## src/rtl/hilo_muldiv_ctrl_pkg.sv

```systemverilog
// Shared types for the HI/LO multiply/divide path: data word, operation
// encoding and the result record that travels to the HI/LO register file.
package hilo_muldiv_ctrl_pkg;

  typedef logic [31:0] word_t;

  typedef enum logic [1:0] {
    OP_MULT  = 2'd0,
    OP_MULTU = 2'd1,
    OP_DIV   = 2'd2,
    OP_DIVU  = 2'd3
  } muldiv_op_t;

  typedef struct packed {
    logic  valid_hi;
    logic  valid_lo;
    word_t hi;
    word_t lo;
  } write_hilo_t;

  localparam logic [4:0] ITER_LAST = 5'd31;

  function automatic word_t abs_word(input word_t v, input logic is_signed);
    return (is_signed && v[31]) ? word_t'(-v) : v;
  endfunction

endpackage

```

## src/rtl/hilo_muldiv_ctrl_div_iter.sv

```systemverilog
// hilo_div_iter: restoring unsigned divide, one quotient bit per cycle.
// Operates on magnitudes; the controller applies sign correction afterwards.
module hilo_div_iter
  import hilo_muldiv_ctrl_pkg::*;
(
  input  logic       clk,
  input  logic       rst_n,
  input  logic       start,
  input  logic       flush,
  input  logic       step_en,
  input  logic [4:0] cnt,
  input  word_t      dividend,
  input  word_t      divisor,
  output logic       last_step,
  output word_t      quotient,
  output word_t      remainder
);

  word_t       rem_q, rem_d;
  word_t       quo_q, quo_d;
  word_t       dvs_q, dvs_d;
  logic [32:0] rem_shift;
  logic [32:0] diff;

  always_ff @(posedge clk or negedge rst_n) begin
    if (!rst_n) begin
      rem_q <= '0;
      quo_q <= '0;
      dvs_q <= '0;
    end else begin
      rem_q <= rem_d;
      quo_q <= quo_d;
      dvs_q <= dvs_d;
    end
  end

  // quo_q doubles as the dividend shift register: its MSB feeds the
  // partial remainder while quotient bits enter from the bottom.
  always_comb begin
    rem_shift = {rem_q, quo_q[31]};
    diff      = rem_shift - {1'b0, dvs_q};
    rem_d     = rem_q;
    quo_d     = quo_q;
    dvs_d     = dvs_q;
    if (flush) begin
      rem_d = '0;
      quo_d = '0;
      dvs_d = '0;
    end else if (start) begin
      rem_d = '0;
      quo_d = dividend;
      dvs_d = divisor;
    end else if (step_en) begin
      if (!diff[32]) begin
        rem_d = diff[31:0];
        quo_d = {quo_q[30:0], 1'b1};
      end else begin
        rem_d = rem_shift[31:0];
        quo_d = {quo_q[30:0], 1'b0};
      end
    end
  end

  assign last_step = step_en && (cnt == ITER_LAST);
  assign quotient  = quo_q;
  assign remainder = rem_q;

endmodule

```

## src/rtl/hilo_muldiv_ctrl.sv

```systemverilog
// Multi-cycle MULT/MULTU/DIV/DIVU sequencer owning HI/LO arithmetic writes.
// HILO_FAST_MULT_EN selects a single-cycle multiply instead of 32 shift-add steps.
//
// state | meaning
// IDLE  | ready for a new operation
// MUL   | shift-add multiply step per cycle
// DIV   | restoring divide step per cycle
// DONE  | result presented on out for one cycle
module hilo_muldiv_ctrl
  import hilo_muldiv_ctrl_pkg::*;
(
  input  logic        clk,
  input  logic        resetn,
  input  logic        in_valid,
  output logic        in_ready,
  input  muldiv_op_t  op,
  input  word_t       src_a,
  input  word_t       src_b,
  input  logic        flush,
  output logic        busy,
  output write_hilo_t out
);

  typedef enum logic [1:0] {
    S_IDLE = 2'd0,
    S_MUL  = 2'd1,
    S_DIV  = 2'd2,
    S_DONE = 2'd3
  } state_t;

  state_t      state_q, state_d;
  logic [4:0]  cnt_q, cnt_d;
  logic        is_div_q, is_div_d;
  logic        neg_res_q, neg_res_d;
  logic        neg_rem_q, neg_rem_d;
  logic        div0_q, div0_d;
  word_t       src_a_q, src_a_d;
  logic [63:0] acc_q, acc_d;
  logic [63:0] mcand_q, mcand_d;
  word_t       mplier_q, mplier_d;

  logic        accept;
  logic        op_signed;
  word_t       a_mag, b_mag;
  logic        div_last;
  word_t       div_quo, div_rem;
  logic [63:0] prod;
  word_t       quo_fix, rem_fix;

  assign accept    = in_valid && (state_q == S_IDLE) && !flush;
  assign op_signed = (op == OP_MULT) || (op == OP_DIV);
  assign a_mag     = abs_word(src_a, op_signed);
  assign b_mag     = abs_word(src_b, op_signed);

  hilo_div_iter u_div (
    .clk       (clk),
    .rst_n     (resetn),
    .start     (accept),
    .flush     (flush),
    .step_en   (state_q == S_DIV),
    .cnt       (cnt_q),
    .dividend  (a_mag),
    .divisor   (b_mag),
    .last_step (div_last),
    .quotient  (div_quo),
    .remainder (div_rem)
  );

  always_ff @(posedge clk or negedge resetn) begin
    if (!resetn) begin
      state_q   <= S_IDLE;
      cnt_q     <= '0;
      is_div_q  <= 1'b0;
      neg_res_q <= 1'b0;
      neg_rem_q <= 1'b0;
      div0_q    <= 1'b0;
      src_a_q   <= '0;
      acc_q     <= '0;
      mcand_q   <= '0;
      mplier_q  <= '0;
    end else begin
      state_q   <= state_d;
      cnt_q     <= cnt_d;
      is_div_q  <= is_div_d;
      neg_res_q <= neg_res_d;
      neg_rem_q <= neg_rem_d;
      div0_q    <= div0_d;
      src_a_q   <= src_a_d;
      acc_q     <= acc_d;
      mcand_q   <= mcand_d;
      mplier_q  <= mplier_d;
    end
  end

  always_comb begin
    state_d = state_q;
    if (flush) begin
      state_d = S_IDLE;
    end else begin
      case (state_q)
        S_IDLE: begin
          if (in_valid) begin
            if (op == OP_DIV || op == OP_DIVU) state_d = S_DIV;
`ifdef HILO_FAST_MULT_EN
            else                               state_d = S_DONE;
`else
            else                               state_d = S_MUL;
`endif
          end
        end
        S_MUL:   if (cnt_q == ITER_LAST) state_d = S_DONE;
        S_DIV:   if (div_last) state_d = S_DONE;
        default: state_d = S_IDLE;
      endcase
    end
  end

  always_comb begin
    cnt_d     = cnt_q;
    is_div_d  = is_div_q;
    neg_res_d = neg_res_q;
    neg_rem_d = neg_rem_q;
    div0_d    = div0_q;
    src_a_d   = src_a_q;
    acc_d     = acc_q;
    mcand_d   = mcand_q;
    mplier_d  = mplier_q;
    if (flush) begin
      cnt_d = '0;
    end else if (accept) begin
      cnt_d     = '0;
      is_div_d  = (op == OP_DIV) || (op == OP_DIVU);
      neg_res_d = op_signed && (src_a[31] ^ src_b[31]);
      neg_rem_d = op_signed && src_a[31];
      div0_d    = (src_b == '0);
      src_a_d   = src_a;
      mcand_d   = {32'd0, a_mag};
      mplier_d  = b_mag;
`ifdef HILO_FAST_MULT_EN
      acc_d     = {32'd0, a_mag} * {32'd0, b_mag};
`else
      acc_d     = '0;
`endif
    end else if (state_q == S_MUL) begin
      cnt_d    = cnt_q + 5'd1;
      acc_d    = acc_q + (mplier_q[0] ? mcand_q : 64'd0);
      mcand_d  = {mcand_q[62:0], 1'b0};
      mplier_d = {1'b0, mplier_q[31:1]};
    end else if (state_q == S_DIV) begin
      cnt_d = cnt_q + 5'd1;
    end
  end

  // Sign fix-up: remainder follows the dividend, quotient/product the XOR of signs.
  always_comb begin
    prod     = neg_res_q ? (64'd0 - acc_q) : acc_q;
    quo_fix  = neg_res_q ? word_t'(-div_quo) : div_quo;
    rem_fix  = neg_rem_q ? word_t'(-div_rem) : div_rem;
    in_ready = (state_q == S_IDLE);
    busy     = (state_q != S_IDLE);
    out      = '0;
    if (state_q == S_DONE && !flush) begin
      out.valid_hi = 1'b1;
      out.valid_lo = 1'b1;
      if (!is_div_q) begin
        out.hi = prod[63:32];
        out.lo = prod[31:0];
      end else if (div0_q) begin
        out.hi = src_a_q;
        out.lo = 32'hFFFF_FFFF;
      end else begin
        out.hi = rem_fix;
        out.lo = quo_fix;
      end
    end
  end

endmodule

```

## config.mk

```make
export PLATFORM = sky130hd
export DESIGN_NAME = hilo_muldiv_ctrl
export DESIGN_NICKNAME = d
export VERILOG_FILES = /design/src/rtl/hilo_muldiv_ctrl_pkg.sv /design/src/rtl/hilo_muldiv_ctrl_div_iter.sv /design/src/rtl/hilo_muldiv_ctrl.sv
export SDC_FILE = /design/constraint.sdc
export NUM_CORES = 1
export LEC_CHECK = 0
export CORE_ASPECT_RATIO = 1.4
export CORE_MARGIN = 1.5
export CORE_UTILIZATION = 30
export DETAILED_ROUTE_END_ITERATION = 6
export SETUP_SLACK_MARGIN = 0.5
export SKIP_CTS_REPAIR_TIMING = 1
export SYNTH_ARGS = -nofsm -noshare
export SYNTH_HDL_FRONTEND = slang
export SYNTH_HIERARCHICAL = 1
export SYNTH_SLANG_ARGS = --single-unit
```

## constraint.sdc

```tcl
create_clock -name clk -period 11.1 [get_ports clk]
set_input_delay 1.665 -clock clk [delete_from_list [all_inputs] [get_ports clk]]
set_output_delay 1.665 -clock clk [all_outputs]
set_load 0.03 [all_outputs]
```

==> results.yml <==
run_status:
  status: "complete, no violations"
setup_path:
  crit_end: "out[56]"
  endpoint_kind: "output port"
  reg2regPathDepth: 13
  criticalPathCategory: "register to output port"
  cp.required_ps: 9440
  crit_arrival_ps: 5200
  cp-startpoint: "acc_q[15]$_DFFE_PN0P_"
  crit_fanout: 5
  timing.rr.end: "acc_q[62]$_DFFE_PN0P_"
  reg2reg_slack_ps: 6530
  startpoint_type: "register"
  r2r-start: "mplier_q[0]$_DFFE_PN0P_"
finish:
  final_common_cell: "nand2_1"
  fillerInstances: 8407
  multi_input_area_sq_um: 15600
  postLayoutCoreUtil: 0.345
  seqCellArea_sq_um: 7490
  stdcell_area_sq_um: 27400
  fin_nets: 3242
  drive_above_1_share: 0.0415
  final_cell_mix: "nand2_1 (419), dfrtp_1 (296), nor2_1 (287), o21ai_0 (265), a21oi_1 (250)"
  layoutNonFillerInstCount: 4141
  areaGrowthSynthToFinish_pct: 13.7
yosys:
  synthFlopType: "dfrtp_1"
  synth_top_family_by_area: "compound AO/OA/AOI/OAI gates"
  synth-seq-area-share: 0.310
  mappedNetlistArea_sq_um: 24100
  synthXorXnorAreaFrac: 0.0916
  yosys-top-cells-area: "dfrtp_1 (31%), nand2_1 (6.5%), mux2i_1 (5.7%)"
  synth-seq-cells: 299
  synth_top_area_share: 0.310
  synthesis.nets: 3234
  synth_edf_count: 0
  synth_cell_type_count: 78
  yosysWarnings: 6
  synth.largest_area_cell: "dfrtp_1"
  syn_area_per_cell_sq_um: 7.89
  synth_compound_area_frac: 0.225
  synthArstFlopShare: 1.00
  yosys.area_share.adder: 0.0572
  synthSimpleGateAreaFrac: 0.214
  synthMuxAreaShare: 0.0573
  synthCells: 3055
global_routing:
  grt_pass1_vias: 21900
  overflow: 0
  grt_start_max_net_pins: 145
  grt_pass1_wl_microns: 131000
  grt_util_all_layers: 0.202
  antenna_found_initial: 2
timing:
  drv_slew: 0
  layout_setup_ws_ps: 4230
  skew_ps: 24.8
  worst_pin_slew_ps: 1070
  rsz0062_at_grt: "false"
  slew_headroom: 0.278
  hold_ws_ps: 472
  fin_tns_setup_ps: 0
  finalSetupViolations: 0
  hold_viol: 0
  period_share: 0.618
  fmax_ghz: 0.146
  period_minus_slack_ps: 6870
route:
  firstDrtPassIters: 6
  post_drt_via_cell_ratio: 5.50
  ant_nets: 0
  vias: 22800
  drc: 0
  wl_per_cell_microns: 20.7
  drtIter0Drc: 2082
  drt-total-wl_microns: 85600
cts:
  cts.sinks: 299
  insertion_delay_ps: 560
  cts_buffers: 34
  cts_buffer_depth: 3
  cts.htree.levels: 2
  cts_tree: "built"
  clk_pin_slew_ps: 70
  cts-root-buf: "clkbuf_16"
placed_design:
  place_ws_ps: 4960
  dp_hpwl_microns: 64400
  dp_cells: 4081
  gp_congestion: 0.938
  port_buffers: 137
  place_area_sq_um: 26300
die:
  io_pins: 138
  fp.dieW_microns: 243
  row_count: 122
  core_area_sq_um: 79400
  initial_core_util: 0.304
  chipHeight_microns: 338
  die-area_sq_um: 82100
power_and_ir_drop:
  peakVddDrop_uv: 179
  power_density_nw_per_um2: 263
  p_total_mw: 7.22
  p_leak_nw: 11.9
run:
  drv_cap: 0
min_path:
  hold_class: "register to register"
==> worst min-delay path by stage <==
stage | cells after the start | endpoint | start | slack [ps]
6_report | 2 | mplier_q[1]$_DFFE_PN0P_ | mplier_q[1]$_DFFE_PN0P_ | 470
5_1_grt | 2 | src_a_q[23]$_DFFE_PN0P_ | src_a_q[23]$_DFFE_PN0P_ | 500
2_1_floorplan | 2 | mplier_q[1]$_DFFE_PN0P_ | mplier_q[1]$_DFFE_PN0P_ | 440
3_5_place_dp | 2 | src_a_q[31]$_DFFE_PN0P_ | src_a_q[31]$_DFFE_PN0P_ | 460
4_1_cts | 2 | mplier_q[1]$_DFFE_PN0P_ | mplier_q[1]$_DFFE_PN0P_ | 480
3_3_place_gp | 2 | mplier_q[1]$_DFFE_PN0P_ | mplier_q[1]$_DFFE_PN0P_ | 450
==> registers in the layout (all words and copies together) (netlist names) <==
| register | cells |
|---|---|
| is_div_q | 1 |
| u_div/remainder | 32 |
| state_q | 2 |
| neg_res_q | 1 |
| cnt_q | 5 |
| div0_q | 1 |
| neg_rem_q | 1 |
| acc_q | 64 |
| mplier_q | 32 |
| u_div/quotient | 32 |
| mcand_q | 64 |
| src_a_q | 32 |
| u_div/dvs_q | 32 |
==> final cells by class <==
class / count / share of cell area
diodes: 2 / 0.000183
clock buffers: 45 / 0.0344
clock inverters: 13 / 0.00662
inverters: 91 / 0.0126
multi-input cells: 2477 / 0.568
flip-flops and latches: 299 / 0.273
well taps: 1054 / 0.0481
repair buffers: 160 / 0.0568
==> synth_stat cells, drive strengths merged, types with 38 or more instances <==
cell    number
a21o        51
a21oi      250
a31oi       39
and2        68
clkbuf     159
dfrtp      299
ha         107
inv         91
mux2i      138
nand2      419
nand3       39
nand4       38
nor2       290
nor3        58
o21ai      267
o31ai       40
xnor2      134
xor2       118
==> critical path, stage by stage, from the launching register on <==
cell	delay, ps
dfrtp_1	430
or4_4	590
or3_4	430
o41ai_1	980
o21ai_0	470
a21o_1	310
a21oi_1	150
xnor2_1	210
mux2i_1	130
nor2_1	230
clkdlybuf4s50_1	720
==> kinds of logic after synthesis <==
family                     Yosys count
and+or+nand+nor                   1108
AOI/OAI and AO/OA                  870
muxes                              138
xor gates and xnor gates           252
adders and majority gates          109
buffers and inverters              279
DFF                                299
==> where the power goes <==
part	total (mW)	internal, mW	switching (mW)	leakage, nW
Combinational	4.31	1.61	2.70	7.35
Clock	1.19	0.694	0.500	0.547
Sequential	1.72	1.35	0.364	3.99
==> routing by layer <==
metal,share of wire,track usage,vias up
li1,-,-,10900
met1,0.42,0.253,11000
met2,0.48,0.343,725
met3,0.047,0.0166,194
met4,0.055,0.108,0
met5,0,0,-
Note: power is estimated with default switching activity, not from simulation.
